## config.mk

```make
export PLATFORM = sky130hd
export DESIGN_NAME = id_ex_stage
export DESIGN_NICKNAME = d
export VERILOG_FILES = /design/src/rtl/id_ex_stage_pkg.sv /design/src/rtl/id_ex_stage_fwd_mux.sv /design/src/rtl/id_ex_stage.sv
export SDC_FILE = /design/constraint.sdc
export NUM_CORES = 1
export LEC_CHECK = 0
export BUFFER_PORTS_ARGS = -buffer_cell sky130_fd_sc_hd__buf_2
export CORE_MARGIN = 2
export CORE_UTILIZATION = 35
export CTS_BUF_LIST = sky130_fd_sc_hd__clkbuf_16
export DETAILED_ROUTE_END_ITERATION = 6
export GPL_TIMING_DRIVEN = 0
export PLACE_DENSITY = 0.63
export REMOVE_ABC_BUFFERS = 1
export SETUP_SLACK_MARGIN = 0.2
export SYNTH_ARGS = -nofsm -noshare
export SYNTH_HDL_FRONTEND = slang
export SYNTH_SLANG_ARGS = --single-unit
```

## constraint.sdc

```tcl
create_clock -name clk -period 3.75 [get_ports clk]
set_input_delay 0.5625 -clock clk [delete_from_list [all_inputs] [get_ports clk]]
set_output_delay 0.5625 -clock clk [all_outputs]
set_load 0.01 [all_outputs]
```

## src/rtl/id_ex_stage_pkg.sv

```systemverilog
// Shared widths, the ID/EX register layout and the bubble value for the
// decode-to-execute pipeline register.
package id_ex_stage_pkg;

  localparam int unsigned REG_ADDR_W = 4;
  localparam int unsigned DATA_W     = 16;
  localparam int unsigned CTRL_W     = 8;

  localparam logic [CTRL_W-1:0] BUBBLE_CTRL = 8'h00;

  typedef struct packed {
    logic                  valid;
    logic [REG_ADDR_W-1:0] rd;
    logic                  regwrite;
    logic                  memread;
    logic [CTRL_W-1:0]     ctrl;
    logic [DATA_W-1:0]     op1;
    logic [DATA_W-1:0]     op2;
  } idex_t;

  function automatic idex_t bubble();
    idex_t b;
    b      = '0;
    b.ctrl = BUBBLE_CTRL;
    return b;
  endfunction

endpackage

```

## src/rtl/id_ex_stage_fwd_mux.sv

```systemverilog
// Single-operand forwarding mux: EX/MEM result beats MEM/WB result beats the
// register file value. Register 0 is forwarded like any other register.
module fwd_mux
  import id_ex_stage_pkg::*;
(
  input  logic [REG_ADDR_W-1:0] rs,
  input  logic [DATA_W-1:0]     reg_data,
  input  logic [REG_ADDR_W-1:0] exm_rd,
  input  logic                  exm_regwrite,
  input  logic [DATA_W-1:0]     exm_data,
  input  logic [REG_ADDR_W-1:0] mwb_rd,
  input  logic                  mwb_regwrite,
  input  logic [DATA_W-1:0]     mwb_data,
  output logic [DATA_W-1:0]     fwd_data
);

  always_comb begin
    fwd_data = reg_data;
    if (exm_regwrite && (exm_rd == rs)) begin
      fwd_data = exm_data;
    end else if (mwb_regwrite && (mwb_rd == rs)) begin
      fwd_data = mwb_data;
    end
  end

endmodule

```

## src/rtl/id_ex_stage.sv

```systemverilog
// ID/EX pipeline register with operand forwarding, load-use stall detection,
// flush squashing and a saturating count of inserted stall bubbles.
module id_ex_stage
  import id_ex_stage_pkg::*;
(
  input  logic                  clk,
  input  logic                  rst,
  input  logic                  in_valid,
  input  logic [REG_ADDR_W-1:0] in_rs1,
  input  logic [REG_ADDR_W-1:0] in_rs2,
  input  logic                  in_use1,
  input  logic                  in_use2,
  input  logic [REG_ADDR_W-1:0] in_rd,
  input  logic                  in_regwrite,
  input  logic                  in_memread,
  input  logic [CTRL_W-1:0]     in_ctrl,
  input  logic [DATA_W-1:0]     in_op1,
  input  logic [DATA_W-1:0]     in_op2,
  input  logic [REG_ADDR_W-1:0] exm_rd,
  input  logic                  exm_regwrite,
  input  logic [DATA_W-1:0]     exm_data,
  input  logic [REG_ADDR_W-1:0] mwb_rd,
  input  logic                  mwb_regwrite,
  input  logic [DATA_W-1:0]     mwb_data,
  input  logic                  flush,
  output logic                  out_valid,
  output logic [REG_ADDR_W-1:0] out_rd,
  output logic                  out_regwrite,
  output logic                  out_memread,
  output logic [CTRL_W-1:0]     out_ctrl,
  output logic [DATA_W-1:0]     out_op1,
  output logic [DATA_W-1:0]     out_op2,
  output logic                  stall_req,
  output logic [15:0]           stall_cnt
);

  idex_t         stage_d, stage_q;
  logic [15:0]   stall_cnt_d, stall_cnt_q;
  logic [DATA_W-1:0] fwd_op1, fwd_op2;
  logic          hazard;

  fwd_mux u_fwd1 (
    .rs           (in_rs1),
    .reg_data     (in_op1),
    .exm_rd       (exm_rd),
    .exm_regwrite (exm_regwrite),
    .exm_data     (exm_data),
    .mwb_rd       (mwb_rd),
    .mwb_regwrite (mwb_regwrite),
    .mwb_data     (mwb_data),
    .fwd_data     (fwd_op1)
  );

  fwd_mux u_fwd2 (
    .rs           (in_rs2),
    .reg_data     (in_op2),
    .exm_rd       (exm_rd),
    .exm_regwrite (exm_regwrite),
    .exm_data     (exm_data),
    .mwb_rd       (mwb_rd),
    .mwb_regwrite (mwb_regwrite),
    .mwb_data     (mwb_data),
    .fwd_data     (fwd_op2)
  );

  // A load sitting in ID/EX cannot be forwarded yet; its consumer must wait one cycle.
  always_comb begin
    hazard = in_valid && stage_q.valid && stage_q.memread && stage_q.regwrite &&
             ((in_use1 && (in_rs1 == stage_q.rd)) || (in_use2 && (in_rs2 == stage_q.rd)));
    stall_req = hazard && !flush && !rst;
  end

  always_comb begin
    stage_d = bubble();
    if (!stall_req && !flush && in_valid) begin
      stage_d.valid    = 1'b1;
      stage_d.rd       = in_rd;
      stage_d.regwrite = in_regwrite;
      stage_d.memread  = in_memread;
      stage_d.ctrl     = in_ctrl;
      stage_d.op1      = fwd_op1;
      stage_d.op2      = fwd_op2;
    end
  end

  always_comb begin
    stall_cnt_d = stall_cnt_q;
    if (stall_req && (stall_cnt_q != '1)) begin
      stall_cnt_d = stall_cnt_q + 16'd1;
    end
  end

  always_ff @(posedge clk) begin
    if (rst) begin
      stage_q     <= bubble();
      stall_cnt_q <= '0;
    end else begin
      stage_q     <= stage_d;
      stall_cnt_q <= stall_cnt_d;
    end
  end

  always_comb begin
    out_valid    = stage_q.valid;
    out_rd       = stage_q.rd;
    out_regwrite = stage_q.regwrite;
    out_memread  = stage_q.memread;
    out_ctrl     = stage_q.ctrl;
    out_op1      = stage_q.op1;
    out_op2      = stage_q.op2;
    stall_cnt    = stall_cnt_q;
  end

endmodule
```

==> impl_metrics.csv <==
group,metric,value,unit
run_status,status,"finished, final reports clean",
worst_setup_path,worstRegToRegCells,6,
min_path,holdPathEnd,"out_rd[1]$_SDFF_PP0_",
timing,rsz0062_at_grt,"false",
worst_setup_path,r2r_slack,1.06,ns
layout,syn2layout_area_growth,38.7,%
synthesis,synth_top_area_cell,"dfxtp_1",
clock_tree,clock_sinks,63,
layout,final_nets,581,
layout,n_antenna_cell,0,
clock_tree,clockBufferDepth,2,
worst_setup_path,worstPathRequired,3.96,ns
global_routing,use_met1,0.204,
synthesis,synth_common_cells,"dfxtp_1, nor2_1, a211oi_1, mux2i_1, and2_1",
min_path,hp-class,"in2reg",
detailed_routing,drtPass1Iterations,4,
layout,postLayoutCoreUtil,0.502,
global_routing,grt_overflow,0,
clock_tree,clkTransAtPathRegs,0.05,ns
clock_tree,htree_levels,3,
layout,fillerInstances,823,
timing,slew_headroom,0.113,
synthesis,synthFlopType,"dfxtp_1",
clock_tree,clock_latency,0.32,ns
global_routing,grt_first_pass_wirelength,12600,µm
synthesis,synth_cell_type_count,39,
synthesis,async_flop_share,0,
synthesis,yosys_warnings,0,
layout,multi_input_area,1610,µm²
detailed_routing,routed_via_density,4.94,
worst_setup_path,timing.rr.start,"out_rd[3]$_SDFF_PP0_",
clock_tree,post_cts_buffers,0,
global_routing,antenna_found_initial,0,
timing,whs,0.438,ns
synthesis,synthCells,318,
timing,worst_pin_slew,1.33,ns
power,irDropWorstVdd,0.187,mV
timing,hold_viol_final,0,
synthesis,synthMostInstantiatedCell,"dfxtp_1",
synthesis,yosys_register_bits,63,
detailed_routing,drt_iter0_drc,76,
power,p_leak,1.83,nW
synthesis,synth_area_leaders,"dfxtp_1, mux2i_1, a211oi_1, nor2_1, and2_1",
floorplanning,chipHeight,96.4,µm
job,cap_viol_max_count,0,
global_routing,met2_usage,0.299,
layout,final_layout_size_suffix_gt1_frac,0.398,
detailed_routing,routed_wl,8480,µm
worst_setup_path,crit_path_max_fanout,24,
floorplanning,die_area,9290,µm²
timing,clock.fmax,0.369,GHz
synthesis,syn_area_per_cell,9.40,µm²
min_path,min_from,"in_rd[1]",
worst_setup_path,cp.arrival,2.92,ns
synthesis,syn-cell-area,2990,µm²
synthesis,netlist.area_leader.share,0.422,
layout,seq_area,1260,µm²
clock_tree,ctsRootBufferMaster,"clkbuf_16",
timing,setup_violations,0,
min_path,hold_depth,2,
worst_setup_path,crit_type,"in2reg",
floorplanning,core_area,8260,µm²
detailed_routing,routedWlPerCell,14.4,µm
global_routing,grt_pass1_vias,2694,
clock_tree,ctsResizeCount,0,
timing,slew_viol_final,0,
global_routing,grtUsageTotal,0.177,
placed_design,dp_hpwl,6430,µm
synthesis,synth-edff-count,0,
clock_tree,cts_made_buffers,9,
floorplanning,initial_core_util,0.362,
worst_setup_path,end_kind,"flop",
global_routing,top_usage_layer,"met2",
clock_tree,holdBufCountCts,0,
timing,skew,0.00552,ns
timing,fin_crit_sh,0.723,
worst_setup_path,start_kind,"primary input",
timing,tns,0,ns
power,power.total,0.00158,W
worst_setup_path,r2r_end,"out_rd[2]$_SDFF_PP0_",
floorplanning,row_count,33,
floorplanning,io_pins,166,
detailed_routing,via_count,2900,
clock_tree,cts_tree,"yes",
placed_design,io_buffers,165,
synthesis,yosysSeqAreaShare,0.422,
floorplanning,die_w,96.4,µm
timing,period_minus_slack,2.71,ns
global_routing,use_met3,0.0760,
placed_design,gp_congestion,0.798,
detailed_routing,drc,0,
power,cellPowerDensity,381,nW/µm²
global_routing,grt_max_degree,33,
detailed_routing,drtAntennaViolNets,0,
==> state kept, by name (all words and copies together) (netlist names) <==
signal	flops
out_regwrite	1
out_rd	4
out_memread	1
stall_cnt	16
out_ctrl	8
out_op2	16
out_valid	1
out_op1	16
==> worst max-delay path, cell delays in order <==
cell and delay [ns]:
buf_2 0.13, xnor2_1 0.15, nand3_1 0.13, o22a_1 0.49
o21ai_2 0.91, inv_2 0.28, and2_1 0.25
==> cell families (layout without fill, tap and decap cells) <==
kind of cell    after synthesis  in the layout  share of synthesized area
buf+inv                      23            187                     0.0394
fa+ha+maj                     1              1                    0.00419
compound gates               66             66                      0.152
flops                        63             63                      0.422
simple gates                108            108                      0.201
mux                          33             33                      0.111
xor+xnor                     24             24                     0.0704
==> layer usage <==
| layer | share of wire | vias to the layer above |
|---|---|---|
| met2 | 0.48 | 105 |
| met1 | 0.42 | 1314 |
| met4 | 0.0097 | 0 |
| met5 | 0 | - |
| met3 | 0.092 | 7 |
| li1 | - | 1474 |
==> how the worst max path moves through the flow <==
stage / to / slack, ns / start / cells past startpoint
final: out_rd[2]$_SDFF_PP0_ / 1.04 / in_rs1[3] / 7
after global routing: out_ctrl[3]$_SDFF_PP0_ / 0.82 / in_rs1[3] / 7
after CTS: out_rd[0]$_SDFF_PP0_ / 1.03 / in_rs1[3] / 7
after detailed placement: out_rd[2]$_SDFF_PP0_ / 0.69 / in_rs1[3] / 7
after global placement: out_rd[2]$_SDFF_PP0_ / -0.52 / in_rs1[3] / 7
after floorplan: out_ctrl[0]$_SDFF_PP0_ / 0.77 / in_rs1[2] / 6
==> cells in the final DEF, fill, tap and decap left out, drive strengths merged, types with 3 or more instances in the layout <==
master and count:
a211oi 32, a21oi 14, and2 18, and3 3, buf 168, clkbuf 9, clkinv 5, dfxtp 63
inv 4, mux2i 32, nand2 13, nand3 11, nand4 3, nor2 35, nor3 4, o21ai 7
o31ai 8, or3 6, or4 8, xnor2 12, xor2 12
==> where the power goes <==
group	internal (W)	total [W]	switching, W
Sequential	0.000685	0.000691	0.00000511
Combinational	0.0000854	0.000176	0.0000903
Clock	0.000433	0.000713	0.000280
Total	0.00120	0.00158	0.000375
==> area by class of cell <==
cell class                 instances  area share
clock buffer                       9      0.0543
clock inverter                     6     0.00694
inverter                           4     0.00362
multi-input combinational        232       0.389
sequential                        63       0.304
tap                              105      0.0317
timing repair buffer             168       0.210
==> per-stage QoR <==
step	instance area [µm²]	instances	setup WS, ns
floorplan	2890	299	0.766
global placement	3840	569	-0.516
detailed placement	3890	572	0.686
CTS	4150	587	1.03
global route	4150	587	0.824
finish	4150	587	1.04
No activity file was read; power rests on OpenSTA's default activity.
